===== config.mk =====
export PLATFORM = sky130hd
export DESIGN_NAME = fetch_stage_flat
export DESIGN_NICKNAME = d
export VERILOG_FILES = /design/src/rtl/fetch_if.sv /design/src/rtl/fetch_stage.sv /design/src/flat_wrapper.sv
export SDC_FILE = /design/constraint.sdc
export NUM_CORES = 1
export LEC_CHECK = 0
export ABC_CLOCK_PERIOD_IN_PS = 1700
export CAP_MARGIN = 20
export CORE_MARGIN = 3
export CORE_UTILIZATION = 40
export CTS_BUF_LIST = sky130_fd_sc_hd__clkbuf_4
export CTS_CLUSTER_DIAMETER = 200
export DETAILED_ROUTE_END_ITERATION = 16
export MAX_ROUTING_LAYER = met4
export PLACE_DENSITY = 0.9
export SLEW_MARGIN = 40
export SYNTH_ARGS = -nofsm -noshare
export SYNTH_HDL_FRONTEND = slang
export SYNTH_SLANG_ARGS = --single-unit

===== constraint.sdc =====
create_clock -name clk -period 1.7 [get_ports clk]
set_input_delay 0.51 -clock clk [delete_from_list [all_inputs] [get_ports clk]]
set_output_delay 0.51 -clock clk [all_outputs]
set_load 0.02 [all_outputs]

===== src/rtl/fetch_if.sv =====
// Bundle of the fetch stage's memory, control and IF/ID signals.
// master: the fetch stage itself; slave: the surrounding pipeline/memory.
interface fetch_if #(
    parameter int XLEN  = 32,
    parameter int CNT_W = 16
);
    logic [XLEN-1:0]  imem_addr;
    logic [31:0]      imem_rdata;
    logic             stall;
    logic             flush;
    logic             branch_taken;
    logic [XLEN-1:0]  branch_target;
    logic             jump;
    logic [25:0]      jump_index;
    logic [31:0]      if_id_instr;
    logic [XLEN-1:0]  if_id_pc4;
    logic             if_id_valid;
    logic [CNT_W-1:0] fetch_count;

    modport master (
        output imem_addr,
        input  imem_rdata,
        input  stall,
        input  flush,
        input  branch_taken,
        input  branch_target,
        input  jump,
        input  jump_index,
        output if_id_instr,
        output if_id_pc4,
        output if_id_valid,
        output fetch_count
    );

    modport slave (
        input  imem_addr,
        output imem_rdata,
        output stall,
        output flush,
        output branch_taken,
        output branch_target,
        output jump,
        output jump_index,
        input  if_id_instr,
        input  if_id_pc4,
        input  if_id_valid,
        input  fetch_count
    );
endinterface


===== src/rtl/fetch_stage.sv =====
// Instruction-fetch stage: PC register, next-PC selection (stall > branch >
// jump > sequential), IF/ID pipeline register with bubble insertion on
// flush/redirect, and a saturating count of accepted instructions.
module fetch_stage #(
    parameter int              XLEN     = 32,
    parameter logic [XLEN-1:0] RESET_PC = {XLEN{1'b0}},
    parameter logic [31:0]     NOP_WORD = 32'h0000_0000,
    parameter int              CNT_W    = 16
) (
    input  logic   clk,
    input  logic   rst_n,
    fetch_if.master bus
);
    localparam logic [XLEN-1:0]  PC_STEP  = {{(XLEN-3){1'b0}}, 3'd4};
    localparam logic [XLEN-1:0]  ALIGN_M  = {{(XLEN-2){1'b1}}, 2'b00};
    localparam logic [CNT_W-1:0] CNT_ONE  = {{(CNT_W-1){1'b0}}, 1'b1};
    localparam logic [CNT_W-1:0] CNT_MAX  = {CNT_W{1'b1}};

    logic [XLEN-1:0]  pc_r;
    logic [31:0]      if_id_instr_r;
    logic [XLEN-1:0]  if_id_pc4_r;
    logic             if_id_valid_r;
    logic [CNT_W-1:0] fetch_count_r;

    logic             stall_s;
    logic             flush_s;
    logic             branch_s;
    logic             jump_s;
    logic [XLEN-1:0]  pc4_s;
    logic [XLEN-1:0]  jump_target_s;
    logic [XLEN-1:0]  branch_target_s;
    logic [XLEN-1:0]  next_pc_s;
    logic             bubble_s;
    logic             load_s;
    logic             count_inc_s;

    // Control inputs are forced low while reset is asserted so X on them cannot leak.
    assign stall_s  = bus.stall        & rst_n;
    assign flush_s  = bus.flush        & rst_n;
    assign branch_s = bus.branch_taken & rst_n;
    assign jump_s   = bus.jump         & rst_n;

    // Sequential PC wraps naturally; jump target uses the ID instruction's PC+4 region.
    assign pc4_s           = pc_r + PC_STEP;
    assign jump_target_s   = {if_id_pc4_r[XLEN-1:28], bus.jump_index, 2'b00};
    assign branch_target_s = bus.branch_target & ALIGN_M;

    // Next-PC selection and IF/ID update mode, fixed priority stall > branch > jump.
    always_comb begin
        next_pc_s   = pc4_s;
        bubble_s    = 1'b0;
        load_s      = 1'b0;
        count_inc_s = 1'b0;
        if (stall_s) begin
            next_pc_s = pc_r;
        end else if (branch_s) begin
            next_pc_s = branch_target_s;
        end else if (jump_s) begin
            next_pc_s = jump_target_s;
        end else begin
            next_pc_s = pc4_s;
        end
        // A redirect squashes the wrong-path fetch; flush bubbles even while stalled.
        bubble_s    = flush_s | ((branch_s | jump_s) & ~stall_s);
        load_s      = ~stall_s & ~bubble_s;
        count_inc_s = load_s & (fetch_count_r != CNT_MAX);
    end

    // PC register.
    always_ff @(posedge clk or negedge rst_n) begin
        if (!rst_n) begin
            pc_r <= RESET_PC;
        end else begin
            pc_r <= next_pc_s;
        end
    end

    // IF/ID pipeline register: bubble, load, or hold.
    always_ff @(posedge clk or negedge rst_n) begin
        if (!rst_n) begin
            if_id_instr_r <= NOP_WORD;
            if_id_pc4_r   <= {XLEN{1'b0}};
            if_id_valid_r <= 1'b0;
        end else if (bubble_s) begin
            if_id_instr_r <= NOP_WORD;
            if_id_pc4_r   <= pc4_s;
            if_id_valid_r <= 1'b0;
        end else if (load_s) begin
            if_id_instr_r <= bus.imem_rdata;
            if_id_pc4_r   <= pc4_s;
            if_id_valid_r <= 1'b1;
        end else begin
            if_id_instr_r <= if_id_instr_r;
            if_id_pc4_r   <= if_id_pc4_r;
            if_id_valid_r <= if_id_valid_r;
        end
    end

    // Saturating count of instructions accepted into IF/ID.
    always_ff @(posedge clk or negedge rst_n) begin
        if (!rst_n) begin
            fetch_count_r <= {CNT_W{1'b0}};
        end else if (count_inc_s) begin
            fetch_count_r <= fetch_count_r + CNT_ONE;
        end else begin
            fetch_count_r <= fetch_count_r;
        end
    end

    assign bus.imem_addr   = pc_r;
    assign bus.if_id_instr = if_id_instr_r;
    assign bus.if_id_pc4   = if_id_pc4_r;
    assign bus.if_id_valid = if_id_valid_r;
    assign bus.fetch_count = fetch_count_r;
endmodule


===== src/flat_wrapper.sv =====
// flat-port wrapper written by rule: the top's interface ports become plain ports
module fetch_stage_flat 
#(
    parameter int              XLEN     = 32,
    parameter logic [XLEN-1:0] RESET_PC = {XLEN{1'b0}},
    parameter logic [31:0]     NOP_WORD = 32'h0000_0000,
    parameter int              CNT_W    = 16
)
  (clk, rst_n, bus_imem_addr, bus_imem_rdata, bus_stall, bus_flush, bus_branch_taken, bus_branch_target, bus_jump, bus_jump_index, bus_if_id_instr, bus_if_id_pc4, bus_if_id_valid, bus_fetch_count);
  fetch_if #(.XLEN(XLEN), .CNT_W(CNT_W)) bus_i ();
  input  logic clk;
  input  logic rst_n;
  output wire logic [$bits(bus_i.imem_addr)-1:0] bus_imem_addr;
  input wire logic [$bits(bus_i.imem_rdata)-1:0] bus_imem_rdata;
  input wire logic [$bits(bus_i.stall)-1:0] bus_stall;
  input wire logic [$bits(bus_i.flush)-1:0] bus_flush;
  input wire logic [$bits(bus_i.branch_taken)-1:0] bus_branch_taken;
  input wire logic [$bits(bus_i.branch_target)-1:0] bus_branch_target;
  input wire logic [$bits(bus_i.jump)-1:0] bus_jump;
  input wire logic [$bits(bus_i.jump_index)-1:0] bus_jump_index;
  output wire logic [$bits(bus_i.if_id_instr)-1:0] bus_if_id_instr;
  output wire logic [$bits(bus_i.if_id_pc4)-1:0] bus_if_id_pc4;
  output wire logic [$bits(bus_i.if_id_valid)-1:0] bus_if_id_valid;
  output wire logic [$bits(bus_i.fetch_count)-1:0] bus_fetch_count;
  assign bus_imem_addr = bus_i.imem_addr;
  assign bus_i.imem_rdata = bus_imem_rdata;
  assign bus_i.stall = bus_stall;
  assign bus_i.flush = bus_flush;
  assign bus_i.branch_taken = bus_branch_taken;
  assign bus_i.branch_target = bus_branch_target;
  assign bus_i.jump = bus_jump;
  assign bus_i.jump_index = bus_jump_index;
  assign bus_if_id_instr = bus_i.if_id_instr;
  assign bus_if_id_pc4 = bus_i.if_id_pc4;
  assign bus_if_id_valid = bus_i.if_id_valid;
  assign bus_fetch_count = bus_i.fetch_count;
  fetch_stage #(.XLEN(XLEN), .RESET_PC(RESET_PC), .NOP_WORD(NOP_WORD), .CNT_W(CNT_W)) u_core (.clk(clk), .rst_n(rst_n), .bus(bus_i));
endmodule

* Yosys cells after proc, flatten, opt, wreduce, memory -nomap -nowiden
Cells that the tools add are included.
Word-level totals: flip-flop bits (word level) 113, input bits 96, logic and storage cells 28
Operators by class: $add $sub $neg 2, equal/unequal tests 1, multiplexer cells 8, bitwise gates (word level) 11, reductions and logical operators 1
Operators by type and width (count):
- $mux W32 | 6
- $add A32 B3 Y32 const B | 1
- $add A16 B1 Y16 const B | 1
- $ne A16 B16 Y1 const B | 1
- $and A1 B1 Y1 | 7
- $mux W1 | 2
- $not A1 Y1 | 2
- $or A1 B1 Y1 | 2
- $reduce_bool A2 Y1 | 1

* Longest topological paths before layout
word-level depth 8, depth in mapped cells 8, mapped depth without buffers 6

* Least setup slack after synthesis
No wires, ideal clock.
path kind input -> register, from in bus_branch_taken, to reg u_core.fetch_count_r[1] (netlist: u_core.bus.fetch_count[1]), setup time 0.128 ns, arrival 1.777 ns, setup slack -0.204 ns, cell stages on the path 5, buffers on the path 2, path through buf_2 -> o41ai_2 -> buf_2 -> o31a_2 -> mux2_1
On the way: word-level cells in the longest chain between the ends 7
RTL lines:
- from (decl) | line flat_wrapper.sv:17 | input wire logic [$bits(bus_i.branch_taken)-1:0] bus_branch_taken;
- $and A1 B1 Y1 | line fetch_stage.sv:40 | assign branch_s = bus.branch_taken & rst_n;
- $or A1 B1 Y1 | line fetch_stage.sv:64 | bubble_s = flush_s | ((branch_s | jump_s) & ~stall_s);
- $and A1 B1 Y1 | line fetch_stage.sv:64
- $or A1 B1 Y1 | line fetch_stage.sv:64
- $not A1 Y1 | line fetch_stage.sv:65 | load_s = ~stall_s & ~bubble_s;
- $and A1 B1 Y1 | line fetch_stage.sv:65
- $and A1 B1 Y1 | line fetch_stage.sv:66 | count_inc_s = load_s & (fetch_count_r != CNT_MAX);
- to (signal assigned) | line fetch_stage.sv:102 | fetch_count_r <= {CNT_W{1'b0}};
- to (signal assigned) | line fetch_stage.sv:104 | fetch_count_r <= fetch_count_r + CNT_ONE;
- to (signal assigned) | line fetch_stage.sv:106 | fetch_count_r <= fetch_count_r;
- to (decl) | line fetch_stage.sv:23 | logic [CNT_W-1:0] fetch_count_r;
No other way between the ends. A chain may end at the register's enable or synchronous reset.

* Final worst setup path
from reg u_core.pc_r[2] (netlist: u_core.bus.imem_addr[2]), to reg u_core.pc_r[16] (netlist: u_core.bus.imem_addr[16])
On the way: word-level cells in the longest chain between the ends 3
RTL lines:
- from (decl) | line fetch_stage.sv:19 | logic [XLEN-1:0] pc_r;
- from (signal assigned) | line fetch_stage.sv:74 | pc_r <= next_pc_s;
- $add A32 B3 Y32 | line fetch_stage.sv:44 | assign pc4_s = pc_r + PC_STEP;
- $mux W32 | line fetch_stage.sv:58 | end else if (jump_s) begin
- $mux W32 | line fetch_stage.sv:56 | end else if (branch_s) begin
No other way between the ends.

==> out/results.ini <==
[pwr]
sw_frac_of_total_pct=35.0
pwr-share-comb_pct=39.3
power.total_mw=8.13
vdd_drop_max_mv=0.670
p_per_area_nw_per_um2=943
p_int_mw=5.29
p_leak_nw=3.88
seqPwrFrac_pct=41.3
switching_power_mw=2.85
clkPwrFrac_pct=19.4

[floorplan]
die_y_um=120
dieArea_um2=14500
fp.dieW_um=120
core_um2=12700
fp-row-count=41
start_util_pct=41.2
num_io_pins=209

[grt]
grt_max_degree=36
grt_pass1_vias=5719
grt_pass1_wl_um=28800
grtUsageTotal_pct=25.5
grt_overflow=0
antenna_found_initial=0

[route]
drtAntennaViolNets=0
wl_per_cell_um=18.8
drt-initial-drc-count=422
vias=5545
drt_wl_total_um=18600
routed_via_density=5.60
drt_pass1_iterations=5
drc=0

[timing]
worst_slew_pin_slew_ns=0.519
hold_viol=0
final.period_utilization_pct=106
tns_ns=-0.909
maxSlewViolCount=0
finalClockSkew_ns=0.0233
worst_slack_ns=-0.103
fin_hold_ws_ns=0.0520
fmax_ghz=0.555
relSlewSlack_pct=65.3
min_period_ns=1.80
setup_viol=24
rsz0062_at_grt=true

[worst_setup_path]
critPathMaxFanout=11
worstSetupPathType=register to register
crit_arrival_ns=2.14
crit_path_start_kind=register
endpoint_kind=register
crit_required_ns=2.04

[cts]
clockBufferDepth=2
worstSkewPairLatency_ns=0.44
cts.clk_slew.worst_paths_ns=0.17
root_buffer=clkbuf_4
cts.sinks=109
cts_tree=built
htreeDepth=3
numCtsBuffers=9

[layout]
multi_input_area_um2=2540
fill_cells=946
final_cell_count_no_fill=990
nets=912
syn2layout_area_growth_pct=64.7
design_area_um2=8630
diodes=0
register_area_um2=2750
drive_gt1_share_pct=38.3

[logic_synthesis]
synth.cell_area_um2=5240
synthFlopType=dfrtp_1
yosys_warnings=0
syn_avg_cell_area_um2=10.4
synth_top_area_share_pct=52.1
synthTopCellsByArea=dfrtp_1, a22o_1, a21oi_1
ys_seq_area_share_pct=52.1
yosysUniqueCellTypes=60
synth_top_area_cell=dfrtp_1
synth-seq-cells=109
synth_edf_count=0
async_reset_ff_share_pct=100
synthCells=502

[placement]
dpl_cell_area_um2=8010
post-place-cells=918
numPortBuffers=202
dp_hpwl_um=13100
place.gp.congestion=0.935

[min_path]
min_path_type=primary input to asynchronous set/reset pin

[status]
status=finished, violations left
violations=setup timing

[run]
maxCapViolCount=0

sequential cells by signal (all words and copies together) (netlist names):
signal and cells:
u_core.bus.fetch_count 16, u_core.bus.if_id_instr 32, u_core.bus.if_id_pc4 30, u_core.bus.if_id_valid 1, u_core.bus.imem_addr 30
cell usage after synthesis, types with 2 or more instances:
master,count
a31oi_1,8
and3_1,7
a222oi_1,2
xnor2_1,17
a221o_1,2
o31ai_1,2
nand4_1,12
nand2_2,3
nand2b_1,3
and2_1,5
buf_6,4
a22o_1,46
dfrtp_1,109
xor2_1,20
o21ai_1,16
nor2_1,39
o22ai_1,4
a22oi_1,6
o22a_1,2
o21ai_0,19
a21o_1,2
ha_1,2
clkbuf_1,15
nand2_1,35
mux2_1,2
nor3_2,3
o211ai_1,2
buf_2,9
and4_1,5
nand3_1,15
a21oi_1,51
buf_4,5
a221oi_1,2
nor3_1,2
power groups by stage:
stage          clock network, mW  registers, mW  logic [mW]
3_5_place_dp                   0           3.49        2.88
4_1_cts                     1.60           3.37        3.04
5_1_grt                     1.71           3.41        3.39
6_report                    1.58           3.36        3.19
3_3_place_gp                   0           3.46        2.81
2_1_floorplan                  0           3.95       0.796
metrics by stage:
stage,utilization (%),setup slack [ns]
floorplan,-,-0.0585
global route,67.8,-0.186
detailed placement,62.9,-0.721
finish,67.8,-0.103
global placement,62.9,-0.614
CTS,67.5,-0.0203
worst paths after layout:
check / slack (ns) / to / depth (start not counted) / startpoint
hold reg to reg: 0.51 / u_core.bus.if_id_valid / 1 / u_core.bus.if_id_valid
hold / removal: 0.05 / u_core.bus.imem_addr[5] / 2 / rst_n
max in group asynchronous: 0.95 / u_core.bus.imem_addr[21] / 4 / rst_n
min in group clk: 0.51 / u_core.bus.if_id_valid / 1 / u_core.bus.if_id_valid
setup reg to reg: -0.10 / u_core.bus.imem_addr[16] / 8 / u_core.bus.imem_addr[2]
setup / recovery: -0.10 / u_core.bus.imem_addr[16] / 8 / u_core.bus.imem_addr[2]
cell type report:
cell class / count / area share [%]
flip-flops and latches: 109 / 31.9
inverters: 1 / 0.0435
multi-input cells: 360 / 29.4
repair buffers: 333 / 34.1
clock inverters: 5 / 1.17
clock buffers: 10 / 0.870
well taps: 172 / 2.49
placed cells by master (no fill, tap or decap), drive strengths merged, types with 3 or more instances in the layout:
cell / instances
xor2: 20
dfrtp: 109
nand3: 16
dlygate4sd2: 4
clkbuf: 36
a31oi: 8
nand2b: 3
o22ai: 4
clkdlybuf4s15: 56
xnor2: 17
conb: 4
buf: 157
bufinv: 3
clkdlybuf4s50: 88
nand2: 39
nand4: 14
o21ai: 35
nor2: 41
nor3: 5
and3: 7
and2: 6
a21oi: 51
and4: 5
a22oi: 6
a22o: 46
timing repair:
item                                    CTS  global route
gates resized for setup                 338            66
endpoints found under the setup margin  178            82
hold buffers                              2             0
endpoints found under the hold margin     3             0
pin swaps                                10            12
setup buffers                            41            14
worst max-delay path, cell delays in order, from the launching register on:
cell and delay [ns]:
dfrtp_2 0.40, buf_6 0.10, ha_4 0.14, nand4_1 0.14
nor3_2 0.17, buf_6 0.17, and4_1 0.25, xnor2_2 0.09
o21ai_0 0.23
layer usage:
metal | global-route usage (%) | wire length (um)
met1 | 30.4 | 7270
met2 | 42.0 | 9230
met3 | 5.19 | 1500
met4 | 11.2 | 596
met5 | - | 0
cells by family (layout without fill, tap and decap cells):
kind of cell             after synthesis  in the layout  synth area share (%)
AND/OR/NAND/NOR                      143            143                  14.9
flip-flops                           109            109                  52.1
adder cells (fa/ha/maj)                2              2                 0.478
XOR/XNOR                              37             37                  6.19
AO/OA/AOI/OAI                        172            172                  22.0
buffers and inverters                 36            349                  3.94
other                                  1              4                0.0716
multiplexers                           2              2                 0.430
Power figures use the tool's default switching activity.
